--- src/rtl/jpeg_byte_stuffer.sv ---
// JPEG entropy-segment byte serializer: buffers 32-bit packed words in a small FIFO
// and emits them LSB-byte first, inserting a 0x00 after every 0xFF data byte.
module jpeg_byte_stuffer #(
    parameter int FIFO_DEPTH = 4
) (
    input  logic                        clock,
    input  logic                        nreset,
    input  logic                        data_in_valid,
    input  logic [31:0]                 data_in,
    output logic                        data_out_valid,
    output logic [7:0]                  data_out,
    input  logic                        data_out_ready,
    output logic                        overflow,
    output logic [$clog2(FIFO_DEPTH):0] level
);
    localparam int AW = $clog2(FIFO_DEPTH);
    localparam logic [AW:0] FULL = (AW+1)'(FIFO_DEPTH);

    typedef enum logic [1:0] {IDLE, EMIT, STUFF} state_t;

    state_t        state;
    logic [31:0]   word;   // shifts right one byte per emitted data byte
    logic [1:0]    idx;
    logic [31:0]   mem [FIFO_DEPTH];
    logic [AW-1:0] wr_ptr, rd_ptr;
    logic [31:0]   head;
    logic          push, pop, hs, advance, last;

    assign head    = mem[rd_ptr];
    assign hs      = data_out_valid & data_out_ready;
    assign push    = data_in_valid && (level != FULL);
    assign advance = hs && !(state == EMIT && data_out == 8'hFF);
    assign last    = (idx == 2'd3);
    assign pop     = (level != '0) && ((state == IDLE) || (advance && last));

    always_ff @(posedge clock) begin
        if (push) mem[wr_ptr] <= data_in;
    end

    always_ff @(posedge clock or negedge nreset) begin
        if (!nreset) begin
            wr_ptr   <= '0;
            rd_ptr   <= '0;
            level    <= '0;
            overflow <= 1'b0;
        end else begin
            if (push) wr_ptr <= wr_ptr + 1'b1;
            if (pop)  rd_ptr <= rd_ptr + 1'b1;
            case ({push, pop})
                2'b10:   level <= level + 1'b1;
                2'b01:   level <= level - 1'b1;
                default: level <= level;
            endcase
            // Full is judged on the pre-edge level; a simultaneous pop does not help.
            if (data_in_valid && level == FULL) overflow <= 1'b1;
        end
    end

    always_ff @(posedge clock or negedge nreset) begin
        if (!nreset) begin
            state          <= IDLE;
            word           <= '0;
            idx            <= '0;
            data_out       <= 8'h00;
            data_out_valid <= 1'b0;
        end else begin
            case (state)
                IDLE: begin
                    if (pop) begin
                        word           <= head;
                        idx            <= '0;
                        data_out       <= head[7:0];
                        data_out_valid <= 1'b1;
                        state          <= EMIT;
                    end
                end
                default: begin
                    if (hs) begin
                        if (!advance) begin
                            state    <= STUFF;
                            data_out <= 8'h00;
                        end else if (!last) begin
                            idx      <= idx + 2'd1;
                            word     <= {8'h00, word[31:8]};
                            data_out <= word[15:8];
                            state    <= EMIT;
                        end else if (pop) begin
                            // Back-to-back words: no bubble between byte 3 and next byte 0.
                            word     <= head;
                            idx      <= '0;
                            data_out <= head[7:0];
                            state    <= EMIT;
                        end else begin
                            data_out       <= 8'h00;
                            data_out_valid <= 1'b0;
                            state          <= IDLE;
                        end
                    end
                end
            endcase
        end
    end
endmodule
--- config.mk ---
export PLATFORM = sky130hd
export DESIGN_NAME = jpeg_byte_stuffer
export DESIGN_NICKNAME = d
export VERILOG_FILES = /design/src/rtl/jpeg_byte_stuffer.sv
export SDC_FILE = /design/constraint.sdc
export NUM_CORES = 1
export LEC_CHECK = 0
export BUFFER_PORTS_ARGS = -buffer_cell sky130_fd_sc_hd__buf_2
export CORE_MARGIN = 1.5
export CORE_UTILIZATION = 35
export CTS_CLUSTER_DIAMETER = 30
export DETAILED_ROUTE_END_ITERATION = 8
export GPL_TIMING_DRIVEN = 0
export PLACE_DENSITY_LB_ADDON = 0.1
export SYNTH_ARGS = -nofsm -noshare
export SYNTH_HDL_FRONTEND = slang
export SYNTH_SLANG_ARGS = --single-unit
export TNS_END_PERCENT = 100
--- constraint.sdc ---
create_clock -name clock -period 3.81 [get_ports clock]
set_clock_uncertainty 0.2 [all_clocks]
set_input_delay 0.5715 -clock clock [delete_from_list [all_inputs] [get_ports clock]]
set_output_delay 0.5715 -clock clock [all_outputs]
set_load 0.02 [all_outputs]
After elaboration in Yosys (flattened, before gate mapping)
Memories as Yosys holds them, arrays and structs flattened.
Cells that the tools add are included.
{"block": "totals", "register_bits": 53, "ramBits": 128, "inputBits": 36, "out_inout_bits": 13, "mem_count": 1}
{"name": "mem", "depth": 4, "word_bits": 32, "read_ports": 1, "rd_clocked_by_memory_dff": 0, "write_ports": 1, "line_no": "24", "rtl": "logic [31:0] mem [FIFO_DEPTH];"}
{"block": "op_classes", "add_sub_neg": 5, "eq_ne": 9, "mux": 31, "bitwise_logic": 1, "n_reduce_logical": 17}
{"cell": "$mux W32", "count": 5}
{"cell": "$mux W8", "count": 6}
{"cell": "$mux W2", "count": 9}
{"cell": "$mux W1", "count": 10}
{"cell": "$eq A8 B8 Y1 const B", "count": 1}
{"cell": "$reduce_bool A2 Y1", "count": 4}
{"cell": "$add A2 B1 Y2 const B", "count": 3}
{"cell": "$logic_and A1 B1 Y1", "count": 6}
{"cell": "$pmux W3 S2", "count": 1}
{"cell": "$reduce_and A5 Y1", "count": 1}
{"cell": "$eq A2 B1 Y1 const B", "count": 2}
{"cell": "$eq A2 B2 Y1 const B", "count": 2}
{"cell": "$reduce_and A2 Y1", "count": 2}
{"cell": "$add A3 B1 Y3 const B", "count": 1}
{"cell": "$eq A3 B3 Y1 const B", "count": 1}
{"cell": "$ne A3 B3 Y1 const B", "count": 1}
{"cell": "$reduce_bool A3 Y1", "count": 1}
{"cell": "$sub A3 B1 Y3 const B", "count": 1}
{"cell": "$logic_not A2 Y1", "count": 1}
{"cell": "$ne A2 B1 Y1 const B", "count": 1}
{"cell": "$ne A2 B2 Y1 const B", "count": 1}
{"cell": "$and A1 B1 Y1", "count": 1}
{"cell": "$logic_not A1 Y1", "count": 1}
{"cell": "$logic_or A1 B1 Y1", "count": 1}

Depth between registers and ports, before layout
Gate-level depths: netlist of the first run.
{"block": "logic_depth", "ltp_word": 12, "ltp_mapped": 10, "ltp_nobuf": 9}

Least setup slack after synthesis of the first run
OpenSTA, ideal clock, no wires.
{"block": "synth_timing", "path_kind": "flip-flop to flip-flop", "start": "register data_out[2]", "end": "register level[2]", "arrival_ns": 2.216, "required_ns": 3.474, "slack_ns": 1.258, "stages_incl_launch_ff": 10, "n_path_buf": 1, "period_less_slack_ns": 2.552, "cell_sequence": "dfrtp_1 -> nand2_1 -> o31ai_4 -> a21oi_4 -> buf_4 -> ha_1 -> fa_1 -> xnor2_1 -> nor2_1 -> xor2_1"}
{"block": "synth_between", "elab_chain_len": 9, "word_cells_on_any_way": 11, "classes_between": "eq/ne: 3; mux: 1; reduce/logical: 7"}
{"element": "from (decl)", "line_no": "11", "rtl": "output logic [7:0] data_out,"}
{"element": "from (signal assigned)", "line_no": "72", "rtl": "data_out <= head[7:0];"}
{"element": "from (signal assigned)", "line_no": "85", "rtl": "data_out <= word[15:8];"}
{"element": "from (signal assigned)", "line_no": "91", "rtl": "data_out <= head[7:0];"}
{"element": "$eq A8 B8 Y1 *", "line_no": "32", "rtl": "assign advance = hs && !(state == EMIT && data_out == 8'hFF);"}
{"element": "$logic_and A1 B1 Y1 *", "line_no": "32"}
{"element": "$logic_not A1 Y1 *", "line_no": "32"}
{"element": "$logic_and A1 B1 Y1 *", "line_no": "32"}
{"element": "$logic_and A1 B1 Y1 *", "line_no": "34", "rtl": "assign pop = (level != '0) && ((state == IDLE) || (advance && last));"}
{"element": "$logic_or A1 B1 Y1 *", "line_no": "34"}
{"element": "$logic_and A1 B1 Y1 *", "line_no": "34"}
{"element": "$eq A2 B1 Y1 or $eq A2 B2 Y1 (tied branches)", "line_no": "49", "rtl": "case ({push, pop})"}
{"element": "$pmux W3 S2 or $reduce_bool A2 Y1 (tied branches)"}
{"element": "to (signal assigned)", "line_no": "50", "rtl": "2'b10: level <= level + 1'b1;"}
{"element": "to (signal assigned)", "line_no": "51", "rtl": "2'b01: level <= level - 1'b1;"}
{"element": "to (signal assigned)", "line_no": "52", "rtl": "default: level <= level;"}
{"element": "to (decl)", "line_no": "14", "rtl": "output logic [$clog2(FIFO_DEPTH):0] level"}
Mark *: on every way between the ends. The rest lies on a longest branch, timed or not.
A chain may end at the register's enable or synchronous reset.

Final worst setup path of the first run
{"block": "layout_timing", "start": "register state[0]", "end": "register level[1]"}
{"block": "layout_between", "elab_chain_len": 9, "word_cells_on_any_way": 12, "classes_between": "eq/ne: 3; mux: 1; reduce/logical: 8"}
{"element": "from (decl)", "line_no": "21", "rtl": "state_t state;"}
{"element": "from (signal assigned)", "line_no": "61", "rtl": "state <= IDLE;"}
{"element": "from (signal assigned)", "line_no": "74", "rtl": "state <= EMIT;"}
{"element": "from (signal assigned)", "line_no": "80", "rtl": "state <= STUFF;"}
{"element": "$eq A2 B1 Y1", "line_no": "32"}
{"element": "$logic_and A1 B1 Y1", "line_no": "32"}
{"element": "$logic_not A1 Y1", "line_no": "32"}
{"element": "$logic_and A1 B1 Y1", "line_no": "32"}
{"element": "$logic_and A1 B1 Y1", "line_no": "34"}
{"element": "$logic_or A1 B1 Y1 *", "line_no": "34"}
{"element": "$logic_and A1 B1 Y1 *", "line_no": "34"}
{"element": "$eq A2 B1 Y1 or $eq A2 B2 Y1 (tied branches)", "line_no": "49"}
{"element": "$pmux W3 S2 or $reduce_bool A2 Y1 (tied branches)"}
Marked as above.

==> results of run 1 <==
## worst max path at each step
stage                   start         end  slack, ns  depth (start not counted)
6_report             state[0]    level[1]       1.15                          7
5_1_grt           data_out[3]    level[2]       0.98                          9
4_1_cts           data_out[3]    level[2]       1.13                          9
3_5_place_dp   data_out_ready    level[1]       0.99                          8
3_3_place_gp    data_in_valid  mem[2][25]       0.44                          3
2_1_floorplan     data_out[2]    level[2]       1.26                          9
## power by group through the flow
stage	combinational (mW)	clock [mW]	sequential (mW)
after floorplan	1.42	0	2.84
after global placement	2.06	0	2.84
after detailed placement	2.17	0	2.84
after CTS	2.17	1.95	2.80
after global routing	2.33	2.03	2.84
final	2.11	1.91	2.79
## per-stage QoR
stage | worst slack [ns] | hold WS, ns
after floorplan | 1.26 | 0.0759
after global placement | 0.444 | 0.248
after detailed placement | 0.992 | 0.252
after CTS | 1.13 | 0.135
after global routing | 0.982 | 0.139
final | 1.15 | 0.123
## cells in the mapped netlist (9+ instances only)
cell type  instances  area share [%]
edfxtp_1         128              54
dfrtp_1           45              16
mux4_2            20             6.4
mux2i_1           18             2.6
nor3_1            16             1.1
and2_1            12             1.1
mux4_1            12             4.5
nor2_1            12            0.64
a22oi_1           10             1.1
a22o_1             9             1.1
o22a_1             9             1.1
## registers in the layout, indices dropped and copies added, names as in the netlist
| signal | flops |
|---|---|
| data_out | 8 |
| data_out_valid | 1 |
| idx | 2 |
| level | 3 |
| mem | 128 |
| overflow | 1 |
| rd_ptr | 2 |
| state | 2 |
| word | 24 |
| wr_ptr | 2 |
## cells by family after synthesis
kind of cell | synth area share, %
muxes | 13.6
buffers and inverters | 2.18
adders and majority gates | 1.35
AOI/OAI and AO/OA | 7.13
xor gates and xnor gates | 0.869
and+or+nand+nor | 4.49
DFF | 70.4
## cell type report
type                    count  area [um2]  share of cell area [%]
repair buffers             52         350                    4.18
well taps                 265         332                    3.95
plain buffers              20         139                    1.66
inverters                   4        15.0                   0.179
clock inverters            12         220                    2.62
clock buffers              17         425                    5.07
flip-flops and latches    173        4970                    59.2
multi-input cells         178        1940                    23.1
## routing by layer
layer,vias up,GRT usage [%],wire length [um]
li1,1663,-,-
met1,1868,19.8,6810
met2,62,23.1,6810
met3,14,3.96,500
met4,0,4.64,158
met5,-,0,0
==> flow_metrics.py, run 1 <==
metrics = {
    "outcome": {
        "status": "completed",
    },
    "cells_and_area": {
        "final_cell_mix": "128 x edfxtp_1, 54 x buf_2, 45 x dfrtp_1",
        "final_common_cell": "edfxtp_1",
        "diodes": 0,
        "stdcell_count": 721,
        "fin_area_um2": 8390,
        "nFillCells": 1753,
        "drive_gt1_share_pct": 29.2,
        "area_delta_synth_final_pct": 18.9,
        "final_util_pct": 42.8,
        "nNetsFinal": 489,
    },
    "pwr": {
        "p_leak_nw": 3.03,
        "internal_power_mw": 4.71,
        "combPwrFrac_pct": 31.0,
        "ir_drop_mv": 0.390,
        "p_clk_share_pct": 28.0,
        "switching_share_pct": 30.8,
        "p_sw_mw": 2.09,
        "power.total_mw": 6.81,
        "p_per_area_nw_per_um2": 811,
        "pwr-share-seq_pct": 41.0,
    },
    "floorplan": {
        "die_h_um": 145,
        "fp.dieW_um": 145,
        "rows": 51,
        "die-area_um2": 21000,
        "io_pins": 49,
        "core-area_um2": 19600,
        "initial_core_util_pct": 36.0,
    },
    "logic_synthesis": {
        "synthArstFlopShare_pct": 26.0,
        "yosys_warnings": 0,
        "synth_area_um2": 7060,
        "syn_nets": 418,
        "synth-edff-count": 128,
        "ys.flop_type": "edfxtp_1",
        "ys_ff_latch": 173,
        "synth_area_per_cell_um2": 18.8,
        "yosysSeqAreaShare_pct": 70.4,
        "syn_inst": 375,
        "yosysUniqueCellTypes": 45,
    },
    "timing": {
        "hold_viol": 0,
        "grt_setup_unrepaired": "false",
        "tns_ns": 0,
        "setup_viol": 0,
        "slew_headroom_pct": 28.5,
        "timing.fmax_ghz": 0.375,
        "slew_violations": 0,
        "tightest_slew_ns": 1.07,
        "period_share_pct": 69.9,
        "period_needed_ns": 2.66,
    },
    "detailed_routing": {
        "drtIter0Drc": 259,
        "drc": 0,
        "viasPerCell": 5.00,
        "final_antenna_net_count": 0,
        "wire_per_inst_um": 19.8,
        "routed_wl_mm": 14.3,
        "firstDrtPassIters": 4,
        "vias": 3607,
    },
    "clocking": {
        "clk_pin_slew_worst_paths_ns": 0.07,
        "numCtsBuffers": 17,
        "htreeDepth": 4,
        "cts_tree": "yes",
        "worstSkewPairLatency_ns": 0.43,
        "holdBufCountCts": 0,
        "numClockSinks": 173,
        "ctsResizeCount": 0,
        "clockRootBuffer": "clkbuf_16",
        "clockBufferDepth": 2,
        "post_cts_buffers": 0,
    },
    "global_routing": {
        "grt_first_pass_wirelength_mm": 22.9,
        "antenna_found_initial": 0,
        "grt_max_degree": 46,
        "grt_pass1_vias": 3825,
        "grt-ovfl-total": 0,
        "grt_usage_pct": 14.7,
    },
    "setup_path": {
        "arrival_ns": 2.79,
        "crit_buf_inv": 2,
        "r2r.worst_path.cells": 7,
        "crit_chain": "or2_2 -> buf_4 -> a21oi_4 -> buf_4 -> ha_1 -> fa_1 -> mux2_2",
        "cp-start-kind": "register",
        "r2r-start": "state[0]",
        "worst-path-max-fanout": 10,
        "critical_path_class": "reg2reg",
        "critPathTopFamily": "adder cells",
        "crit_path_end_kind": "register",
        "ff2ff_setup_slack_ns": 1.15,
        "cpMostUsedCell": "buf_4",
        "reg2reg_to": "level[1]",
        "critPathSlowestCell": "dfrtp_1",
        "slowest_delay_ns": 0.45,
        "cp.required_ns": 3.93,
    },
    "place": {
        "place_area_um2": 7740,
        "io_buffers": 48,
        "placed_cells": 692,
        "hpwl_mm": 9.47,
        "gp_congestion": 0.741,
    },
    "flow_run": {
        "cap_viol_max_count": 0,
    },
    "worst_hold_path": {
        "hold_path.class": "in2async",
    },
}
(Power assumes the default switching activity.)
==> inputs of run 2 (changes only) <==
==> constraint.sdc (replaced) <==
create_clock -name clock -period 2.4 [get_ports clock]
set_clock_uncertainty 0.2 [all_clocks]
set_input_delay 0.36 -clock clock [delete_from_list [all_inputs] [get_ports clock]]
set_output_delay 0.36 -clock clock [all_outputs]
set_load 0.02 [all_outputs]
==> run 2 against run 1 <==
Net effect:
- combinational power grew 62%
- highest routed layer unchanged
- critical path depth is the same
- routed wire length grew 1.4%
- sequential cell count is the same
==> flow_metrics.py, run 2 (same netlist as run 1, synthesis figures left out) <==
metrics = {
    "outcome": {
        "status": "completed",
    },
    "setup_path": {
        "arrival_ns": 2.43,
        "cp.required_ns": 2.51,
        "crit_path_end_kind": "register",
        "critical_path_class": "reg2reg",
        "ff2ff_setup_slack_ns": 0.08,
        "cp-start-kind": "register",
        "worst-path-max-fanout": 7,
    },
    "clocking": {
        "htreeDepth": 4,
        "numClockSinks": 173,
        "numCtsBuffers": 17,
        "clk_pin_slew_worst_paths_ns": 0.07,
        "cts_tree": "yes",
        "clockBufferDepth": 2,
        "clockRootBuffer": "clkbuf_16",
        "worstSkewPairLatency_ns": 0.42,
    },
    "timing": {
        "timing.fmax_ghz": 0.431,
        "tightest_slew_ns": 1.05,
        "slew_headroom_pct": 30.2,
        "period_share_pct": 96.6,
        "slew_violations": 0,
        "tns_ns": 0,
        "holdWs_ns": 0.0735,
        "hold_viol": 0,
        "period_needed_ns": 2.32,
        "setup_viol": 0,
    },
    "floorplan": {
        "fp.dieW_um": 145,
        "initial_core_util_pct": 36.0,
        "rows": 51,
        "die_h_um": 145,
        "core-area_um2": 19600,
        "die-area_um2": 21000,
        "io_pins": 49,
    },
    "detailed_routing": {
        "wire_per_inst_um": 19.0,
        "drc": 0,
        "viasPerCell": 4.96,
        "drtIter0Drc": 188,
        "vias": 3778,
        "final_antenna_net_count": 0,
        "firstDrtPassIters": 4,
        "routed_wl_mm": 14.5,
    },
    "cells_and_area": {
        "nFillCells": 1743,
        "largest_register": "mem",
        "drive_gt1_share_pct": 31.4,
        "final_common_cell": "edfxtp_1",
        "area_delta_synth_final_pct": 22.4,
        "largestRegisters": "mem (128), word (24), data_out (8)",
        "nNetsFinal": 527,
        "largest_register_ffs": 128,
        "final_cell_mix": "128 x edfxtp_1, 54 x buf_2, 35 x dfrtp_1",
        "diodes": 0,
    },
    "global_routing": {
        "grt_pass1_vias": 3990,
        "grt_usage_pct": 14.8,
        "grt_first_pass_wirelength_mm": 23.3,
        "antenna_found_initial": 0,
        "grt-ovfl-total": 0,
        "grt_max_degree": 46,
    },
    "place": {
        "gp_congestion": 0.762,
        "io_buffers": 48,
        "hpwl_mm": 8.97,
    },
    "pwr": {
        "ir_drop_mv": 0.597,
        "p_per_area_nw_per_um2": 1200,
        "p_leak_nw": 3.11,
    },
    "worst_hold_path": {
        "hold_path.class": "in2reg",
    },
    "flow_run": {
        "cap_viol_max_count": 0,
    },
}
run 2: cell count changes in the layout (fill, tap and decap cells not counted), sizes merged:
cell	previous run	this run
inv	5	8
bufinv	6	0
clkinv	2	4
clkinvlp	3	7
buf	67	71
dlygate4sd3	0	34
run 2: power by group:
part / internal (mW) / switching, mW / total (mW)
combinational: 1.56 / 1.85 / 3.41
sequential: 4.05 / 0.412 / 4.46
clock: 1.33 / 1.16 / 2.49
run 2: critical path: stages (launching register included):
cell	delay [ns]
dfrtp_2	0.45
or2_2	0.31
buf_6	0.14
a21oi_4	0.14
buf_8	0.13
ha_4	0.14
fa_2	0.42
mux2_2	0.26
run 2: path summary, 6_finish.rpt:
path | endpoint | cells after the start | from
worst max-delay path | level[1] | 7 | state[0]
worst min-delay path | state[1] | 3 | data_out_ready
worst max register to register | level[1] | 7 | state[0]
worst min register to register | overflow | 1 | overflow
max in group asynchronous | data_out[3] | 2 | nreset
min in group asynchronous | overflow | 2 | nreset
run 2: through the flow:
stage	cells	instance area, um2	setup WS [ns]	util, %	total power [mW]
after floorplan	375	7080	-0.0151	-	6.78
after global placement	688	7650	-0.191	39.1	7.78
after detailed placement	688	7650	-0.248	39.1	7.87
after CTS	759	8580	0.00201	43.8	10.5
after global routing	762	8640	-0.00913	44.1	11.0
final	762	8640	0.0816	44.1	10.4
run 2: cell type report:
cell class	count	area, um2	area share (%)
Buffer	20	151	1.75
Inverter	4	15.0	0.174
Tap cell	265	332	3.84
Multi-Input combinational cell	178	1980	22.9
Sequential cell	173	4980	57.7
Clock inverter	15	114	1.32
Clock buffer	17	425	4.92
Timing Repair Buffer	90	641	7.41
run 2: per-layer routing:
layer | vias to the layer above | global-route usage (%) | part of all wire [%]
li1 | 1734 | - | -
met1 | 1954 | 19.9 | 47
met4 | 0 | 5.82 | 1.7
met3 | 14 | 3.05 | 3.6
met2 | 76 | 23.7 | 48
met5 | - | 0 | 0
run 2: timing repair:
item,in CTS,in global routing
hold endpoints to repair,174,0
resized for setup,8,9
pin swaps,2,6
hold buffers,34,0
setup buffers,5,3
setup endpoints to repair,130,8
